### src/rtl/param_pkg.sv
// Shared parameters and types for the uart_protocol design.
// Holds the frame width, the prescale port width and the receiver state enum.
package param_pkg;

    localparam int DWIDTH   = 8;
    localparam int PWIDTH   = 6;
    localparam int PRESCALE = 8;

    typedef enum logic [2:0] {
        IDLE,
        START,
        DATA,
        PARITY,
        STOP
    } rx_state_e;

    function automatic logic majority3(input logic a, input logic b, input logic c);
        return (a & b) | (a & c) | (b & c);
    endfunction

endpackage

### src/rtl/uart_rx_sampler.sv
// Serial-line front end: 2-flop synchronizer, per-bit edge counter and
// 3-sample majority vote around the bit centre.
module uart_rx_sampler
    import param_pkg::*;
(
    input  logic              i_clk,
    input  logic              i_rst_n,
    input  logic              i_rx,
    input  logic              i_start,
    input  logic              i_active,
    input  logic [PWIDTH-1:0] i_prescale,
    output logic              o_rx_s,
    output logic              o_sample_done,
    output logic              o_sampled_bit
);

    logic              r_sync1;
    logic              r_sync2;
    logic              r_samp0;
    logic              r_samp1;
    logic [PWIDTH-1:0] r_edge_cnt;
    logic [PWIDTH-1:0] w_half;
    logic [PWIDTH-1:0] w_last;

    assign w_half = {1'b0, i_prescale[PWIDTH-1:1]};
    assign w_last = i_prescale - 1'b1;
    assign o_rx_s = r_sync2;

    // The detect cycle itself is count 0, so the counter is seeded with 1.
    always_ff @(posedge i_clk or negedge i_rst_n) begin
        if (!i_rst_n) begin
            r_sync1       <= 1'b1;
            r_sync2       <= 1'b1;
            r_samp0       <= 1'b1;
            r_samp1       <= 1'b1;
            r_edge_cnt    <= '0;
            o_sample_done <= 1'b0;
            o_sampled_bit <= 1'b1;
        end else begin
            r_sync1       <= i_rx;
            r_sync2       <= r_sync1;
            o_sample_done <= 1'b0;
            if (i_start) begin
                r_edge_cnt <= PWIDTH'(1);
            end else if (i_active) begin
                r_edge_cnt <= (r_edge_cnt == w_last) ? '0 : r_edge_cnt + 1'b1;
                if (r_edge_cnt == w_half - 1'b1)
                    r_samp0 <= r_sync2;
                if (r_edge_cnt == w_half)
                    r_samp1 <= r_sync2;
                if (r_edge_cnt == w_half + 1'b1) begin
                    o_sample_done <= 1'b1;
                    o_sampled_bit <= majority3(r_samp0, r_samp1, r_sync2);
                end
            end else begin
                r_edge_cnt <= '0;
            end
        end
    end

endmodule

### src/rtl/uart_rx.sv
// UART receiver: oversampled start/data/parity/stop recovery with one-cycle
// data_valid, par_err and stp_err strobes.
module uart_rx
    import param_pkg::*;
(
    input  logic              CLK,
    input  logic              RST,
    input  logic              RX_IN,
    input  logic [PWIDTH-1:0] Prescale,
    input  logic              PAR_EN,
    input  logic              PAR_TYP,
    output logic [DWIDTH-1:0] P_DATA,
    output logic              data_valid,
    output logic              par_err,
    output logic              stp_err
);

    localparam int                BCW      = $clog2(DWIDTH);
    localparam logic [BCW-1:0]    BIT_LAST = BCW'(DWIDTH - 1);

    rx_state_e         r_state;
    logic [PWIDTH-1:0] r_prescale;
    logic              r_par_en;
    logic              r_par_typ;
    logic              r_par_bad;
    logic [DWIDTH-1:0] r_shift;
    logic [BCW-1:0]    r_bit_cnt;

    logic w_rx_s;
    logic w_start;
    logic w_active;
    logic w_sample_done;
    logic w_sampled_bit;

    assign w_start  = (r_state == IDLE) && !w_rx_s;
    assign w_active = (r_state != IDLE);

    uart_rx_sampler u_sampler (
        .i_clk         (CLK),
        .i_rst_n       (RST),
        .i_rx          (RX_IN),
        .i_start       (w_start),
        .i_active      (w_active),
        .i_prescale    (r_prescale),
        .o_rx_s        (w_rx_s),
        .o_sample_done (w_sample_done),
        .o_sampled_bit (w_sampled_bit)
    );

    always_ff @(posedge CLK or negedge RST) begin
        if (!RST) begin
            r_state    <= IDLE;
            r_prescale <= PWIDTH'(PRESCALE);
            r_par_en   <= 1'b0;
            r_par_typ  <= 1'b0;
            r_par_bad  <= 1'b0;
            r_shift    <= '0;
            r_bit_cnt  <= '0;
            P_DATA     <= '0;
            data_valid <= 1'b0;
            par_err    <= 1'b0;
            stp_err    <= 1'b0;
        end else begin
            data_valid <= 1'b0;
            par_err    <= 1'b0;
            stp_err    <= 1'b0;
            case (r_state)
                IDLE: begin
                    if (w_start) begin
                        r_prescale <= Prescale;
                        r_par_en   <= PAR_EN;
                        r_par_typ  <= PAR_TYP;
                        r_par_bad  <= 1'b0;
                        r_bit_cnt  <= '0;
                        r_state    <= START;
                    end
                end
                START: begin
                    if (w_sample_done)
                        r_state <= w_sampled_bit ? IDLE : DATA;
                end
                DATA: begin
                    if (w_sample_done) begin
                        r_shift   <= {w_sampled_bit, r_shift[DWIDTH-1:1]};
                        r_bit_cnt <= r_bit_cnt + 1'b1;
                        if (r_bit_cnt == BIT_LAST)
                            r_state <= r_par_en ? PARITY : STOP;
                    end
                end
                PARITY: begin
                    if (w_sample_done) begin
                        r_par_bad <= (w_sampled_bit != ((^r_shift) ^ r_par_typ));
                        r_state   <= STOP;
                    end
                end
                STOP: begin
                    // Return to IDLE right after the stop decision so a
                    // back-to-back start bit is not missed.
                    if (w_sample_done) begin
                        if (w_sampled_bit && !r_par_bad) begin
                            data_valid <= 1'b1;
                            P_DATA     <= r_shift;
                        end else begin
                            par_err <= r_par_bad;
                            stp_err <= !w_sampled_bit;
                        end
                        r_state <= IDLE;
                    end
                end
                default: r_state <= IDLE;
            endcase
        end
    end

endmodule
### config.mk
export PLATFORM = sky130hd
export DESIGN_NAME = uart_rx
export DESIGN_NICKNAME = d
export VERILOG_FILES = /design/src/rtl/param_pkg.sv /design/src/rtl/uart_rx_sampler.sv /design/src/rtl/uart_rx.sv
export SDC_FILE = /design/constraint.sdc
export NUM_CORES = 1
export LEC_CHECK = 0
export BUFFER_PORTS_ARGS = -buffer_cell sky130_fd_sc_hd__buf_2
export CAP_MARGIN = 30
export CORE_UTILIZATION = 40
export DETAILED_ROUTE_END_ITERATION = 10
export MAX_ROUTING_LAYER = met4
export RECOVER_POWER = 100
export SLEW_MARGIN = 20
export SYNTH_ARGS = -nofsm -noshare
export SYNTH_HDL_FRONTEND = slang
export SYNTH_HIERARCHICAL = 1
export SYNTH_SLANG_ARGS = --single-unit
export TNS_END_PERCENT = 100
### constraint.sdc
create_clock -name CLK -period 3.2 [get_ports CLK]
set_clock_uncertainty 0.1 [all_clocks]
set_input_delay 0.96 -clock CLK [delete_from_list [all_inputs] [get_ports CLK]]
set_output_delay 0.96 -clock CLK [all_outputs]
set_load 0.01 [all_outputs]
* Word-level counts from Yosys, hierarchy flattened
Index checks and enable logic that the tools add are counted.
** Operators by class
- Add/subtract/negate cells :: 5
- Multipliers :: 0
- Divide/modulo/power cells :: 0
- $lt $le $gt $ge :: 0
- Eq/ne operators :: 16
- Shifts and indexed selects :: 0
- Mux-type cells :: 30
- Bitwise gates (word level) :: 7
- Reductions and logical operators :: 19
** Operators with widths (count)
- 3-bit 2-to-1 mux :: 9
- 6-bit equality test :: 3
- 6-bit 2-to-1 mux :: 3
- 3-bit AND reduction :: 6
- 3-bit one-hot mux with 5 select lines :: 1
- 1-bit 2-to-1 mux :: 14
- 2-bit by 1-bit inequality test with 1-bit output (second input constant) :: 5
- 8-bit parity :: 1
- 5-bit by 1-bit adder with 6-bit output (second input constant) :: 1
- 6-bit by 1-bit adder with 6-bit output (second input constant) :: 1
- 3-bit by 2-bit equality test with 1-bit output (second input constant) :: 2
- 3-bit equality test (second input constant) :: 2
- 6-bit by 5-bit equality test with 1-bit output :: 1
- 3-bit one-hot mux with 2 select lines :: 1
- 6-bit AND reduction :: 1
- 5-bit by 1-bit subtractor with 6-bit output (second input constant) :: 1
- 6-bit by 1-bit subtractor with 6-bit output (second input constant) :: 1
- 2-bit AND reduction :: 2
- 2-bit nonzero test :: 2
- 3-bit by 1-bit adder with 3-bit output (second input constant) :: 1
- 1-bit AND :: 3
- 3-bit by 1-bit equality test with 1-bit output (second input constant) :: 1
- 1-bit zero test :: 3
- 3-bit zero test :: 1
- other kinds (9) :: 11
** Word-level totals
- Register bits after elaboration :: 46
- Latch bits :: 0
- RAM bits :: 0
- Memory bits (read-only) :: 0
- Input bits :: 11
- Output and inout bits :: 11
- Logic and storage cells :: 95
- Memories :: 0

* Longest topological paths before layout
- Depth in word-level cells :: 5
- Mapped depth :: 9
- Depth with buffers taken out :: 7

* Hierarchy
The synthesis kept the hierarchy.
** By module, submodules not included
- uart_rx :: instances 1, cells an instance 103, area an instance 1505.2 µm²
- uart_rx_sampler :: instances 1, cells an instance 102, area an instance 955.9 µm²

* Worst setup path after synthesis
Ideal clock, no wire load.
- Path kind :: register to register
- Start point :: register r_prescale[2]
- End point :: register u_sampler.r_samp0
- Library setup time :: 85 ps
- Arrival :: 2214 ps
- Data required time :: 3015 ps
- Setup slack :: 801 ps
- Cell stages (with the launch flop) :: 8
- Path buffers :: 1
- Path through :: dfrtp_1 > clkbuf_1 > inv_1 > ha_1 > xnor2_1 > or3_1 > a2111oi_0 > mux2_1
** Between the ends
- Cells in the longest elaborated chain, start to end :: 3
** RTL lines
- from (decl) :: RTL line uart_rx.sv:22 : logic [PWIDTH-1:0] r_prescale;
- from (signal assigned) :: RTL line uart_rx.sv:53 : r_prescale <= PWIDTH'(PRESCALE);
- from (signal assigned) :: RTL line uart_rx.sv:70 : r_prescale <= Prescale;
- 5-bit by 1-bit subtractor with 6-bit output :: RTL line uart_rx_sampler.sv:47 : if (r_edge_cnt == w_half - 1'b1)
- 6-bit equality test :: RTL line uart_rx_sampler.sv:47
- 3-bit AND reduction (no line)
- to (signal assigned) :: RTL line uart_rx_sampler.sv:48 : r_samp0 <= r_sync2;
- to (decl) :: RTL line uart_rx_sampler.sv:19 : logic r_samp0;
No other way between the ends.
A chain may end at the register's enable or synchronous reset.

* Worst setup path after layout
- Start point :: register r_prescale[3]
- End point :: register u_sampler.o_sampled_bit
** Between the ends
- Cells in the longest elaborated chain, start to end :: 3
** RTL lines
- 5-bit by 1-bit adder with 6-bit output :: RTL line uart_rx_sampler.sv:51 : if (r_edge_cnt == w_half + 1'b1) begin
- 6-bit equality test :: RTL line uart_rx_sampler.sv:51
- 3-bit AND reduction (no line)
- to (signal assigned) :: RTL line uart_rx_sampler.sv:53 : o_sampled_bit <= majority3(r_samp0, r_samp1, r_sync2);
- to (decl) :: RTL line uart_rx_sampler.sv:14 : output logic o_sampled_bit
No other way between the ends.

==> out/qor.csv <==
stage;metric;value;unit
timing;Final Cycle Share;0.804;
grt;global-route wire length before repair;7280;um
power_and_ir_drop;leakage power;1.18;nW
cts;CTS sink cnt;46;
grt;total gr overflow;0;
cts;CTS Root Cell;clkbuf_8;
finish;nets;245;
yosys;average cell area after synthesis;12.0;um^2
die;Initial Util;0.416;
die;Die W;80.4;um
yosys;post-synthesis mux area share;0.133;
critical_path;FF-to-FF End;u_sampler/o_sampled_bit$_DFFE_PN1P_;
route;vias after detailed routing;1526;
yosys;Synth cell types;50;
route;Vias/cell;5.04;
cts;post-CTS sizing;0;
route;drt first pass iters;4;
cts;clock slew at reported path FFs;0.09;ns
cts;number of setup buffers added after CTS;0;
power_and_ir_drop;Max IR drop VDD;0.415;mV
cts;clk_lat worst skew;0.31;ns
route;DR WL/cell;13.8;um
critical_path;CP Class;flop to flop;
yosys;cell taking the most area after synthesis;dfrtp_1;
finish;commonest non-fill, non-tap cell in the layout;dfrtp_1;
yosys;Synth top area share;0.407;
timing;Slew HR;0.110;
timing;final slew viol count;0;
die;# rows;28;
yosys;Post-Synth Simple-Gate Area;0.141;
critical_path;Critical R2R Launch;r_prescale[3]$_DFFE_PN1P_;
grt;Total GRT Usage;0.156;
finish;ANT cells;0;
cts;CTS Hold Bufs;0;
power_and_ir_drop;Pwr per Cell Area;819;nW/um^2
yosys;flops & latches, synth;46;
status;status;finished clean;
timing;setup ws final;0.627;ns
cts;H-tree depth;2;
critical_path;worst-path maximum fanout;14;
cts;CTS Buffer Depth;2;
yosys;Post-synth top flop;dfrtp_1;
grt;initial antenna violation count;0;
place;pre-CTS WS;0.748;ns
cts;TritonCTS clock tree;done;
finish;proportion of layout cells with a drive suffix above 1;0.224;
route;DRC viols;0;
timing;achievable frequency;389;MHz
yosys;Cells after Synth;205;
place;hpwl dp;2980;um
critical_path;worst reg2reg path depth;4;
die;io pins;22;
critical_path;CP required;3.34;ns
yosys;Synth Area in XOR/XNOR;0.116;
grt;vias in the first global route;1479;
die;core area;5920;um^2
route;DRT iter0 DRCs;62;
finish;storage element area;1160;um^2
cts;cts bufs inserted;5;
route;Routed Antenna Nets;0;
critical_path;crit path capture type;flop;
run;number of max-cap violations;0;
critical_path;Worst EP arrival;2.71;ns
yosys;Ys Warns;6;
power_and_ir_drop;Tot Pwr;0.00217;W
die;die area;6470;um^2
yosys;Compound-Gate Fraction of Synth Area;0.0681;
timing;endpoints failing hold;0;
finish;fillers;587;
yosys;EDFF count, synth;0;
yosys;top cells by area, synth;dfrtp_1 (41%), mux2_2 (8.7%), xnor2_1 (8.5%), dfstp_2 (6.4%), mux2_4 (3.7%);
place;# port buffers;21;
finish;most frequent cells in the layout;dfrtp_1 (40), xnor2_1 (24), mux2_2 (19);
timing;RSZ-0062 raised after global routing;no;
finish;synth-to-layout area growth;7.52;%
yosys;register area share after synthesis;0.471;
timing;setup TNS;0;ns
critical_path;Worst R2R Setup Slack;0.63;ns
critical_path;CP Launch Type;flop;
timing;Worst Max-Slew Pin Slew;1.33;ns
hold_path;Min-Delay Path Class;flop to flop;
timing;min Tclk post-route;2.57;ns
route;DRT Wirelength;4190;um
yosys;adder-cell area share of the yosys netlist;0.0397;
grt;largest net degree at the start of global routing;47;
finish;area occupied by multi-input gates;1180;um^2
place;GPL Wtd Cong;0.862;
die;chip height;80.4;um
critical_path;CP Launch Point;r_prescale[3]$_DFFE_PN1P_;
yosys;FFs w/ async S/R, synth;1.00;
yosys;largest family of logic cells by synthesized area;simple AND/OR/NAND/NOR gates;
critical_path;Worst setup endpoint;u_sampler/o_sampled_bit$_DFFE_PN1P_;
yosys;Mapped Area;2460;um^2
yosys;syn_nets;223;
timing;Setup violations, final;0;
layout make-up:
cell class,instances,area share
flip-flops and latches,46,0.438
clock inverters,3,0.00804
clock buffers,5,0.0260
multi-input cells,145,0.445
inverters,6,0.00851
well taps,75,0.0355
repair buffers,23,0.0392
registers in the layout (all words and copies together), names as in the netlist, 3 cells and up:
register,count
P_DATA,8
r_bit_cnt,3
r_prescale,6
r_shift,8
r_state,3
u_sampler/r_edge_cnt,6
worst min-delay path by stage:
stage,from,to,depth (start not counted)
6_report,u_sampler/r_sync1$_DFF_PN1_,u_sampler/o_rx_s$_DFF_PN1_,0
4_1_cts,u_sampler/r_sync1$_DFF_PN1_,u_sampler/o_rx_s$_DFF_PN1_,0
3_5_place_dp,u_sampler/r_sync1$_DFF_PN1_,u_sampler/o_rx_s$_DFF_PN1_,0
5_1_grt,u_sampler/r_sync1$_DFF_PN1_,u_sampler/o_rx_s$_DFF_PN1_,0
2_1_floorplan,u_sampler/r_sync1$_DFF_PN1_,u_sampler/o_rx_s$_DFF_PN1_,0
3_3_place_gp,u_sampler/r_sync1$_DFF_PN1_,u_sampler/o_rx_s$_DFF_PN1_,0
synth_stat cells (6+ instances only):
library cell and number:
dfrtp_1 40, xnor2_1 24, mux2_2 19, nor2_1 16, nand2_1 10, ha_1 7
dfstp_2 6, inv_1 6, mux2_4 6, xor2_1 6
kinds of logic (layout without fill, tap and decap cells):
kind of cell / count (synthesis) / after routing
AND/OR/NAND/NOR: 59 / 59
flip-flops: 46 / 46
XOR/XNOR: 31 / 31
multiplexers: 27 / 27
AO/OA/AOI/OAI: 20 / 20
buffers and inverters: 14 / 37
adder cells (fa/ha/maj): 8 / 8
stage by stage:
stage | hold slack (ns) | util | std cells | instance area, um^2
CTS | 0.267 | 0.458 | 303 | 2710
detailed placement | 0.253 | 0.443 | 295 | 2620
global placement | 0.260 | 0.443 | 295 | 2620
floorplan | 0.245 | - | 205 | 2460
global route | 0.271 | 0.447 | 303 | 2650
finish | 0.263 | 0.447 | 303 | 2650
critical path, stage by stage, from the launching register on:
cell,delay [ns]
dfstp_2,0.69
nand2_1,0.13
or4b_4,0.48
a2111oi_0,0.75
mux2_4,0.35
routing by layer:
metal | part of all wire | global-route usage
met4 | 0.018 | 0.0625
met1 | 0.50 | 0.219
met5 | 0 | -
met2 | 0.44 | 0.212
met3 | 0.038 | 0.0409
report_power, final:
part / leakage, nW / switching, W / internal, W
Combinational: 0.545 / 0.000418 / 0.000449
Sequential: 0.591 / 0.000212 / 0.000729
Clock: 0.0441 / 0.000207 / 0.000154
Total: 1.18 / 0.000837 / 0.00133
No activity file was read; power rests on OpenSTA's default activity.
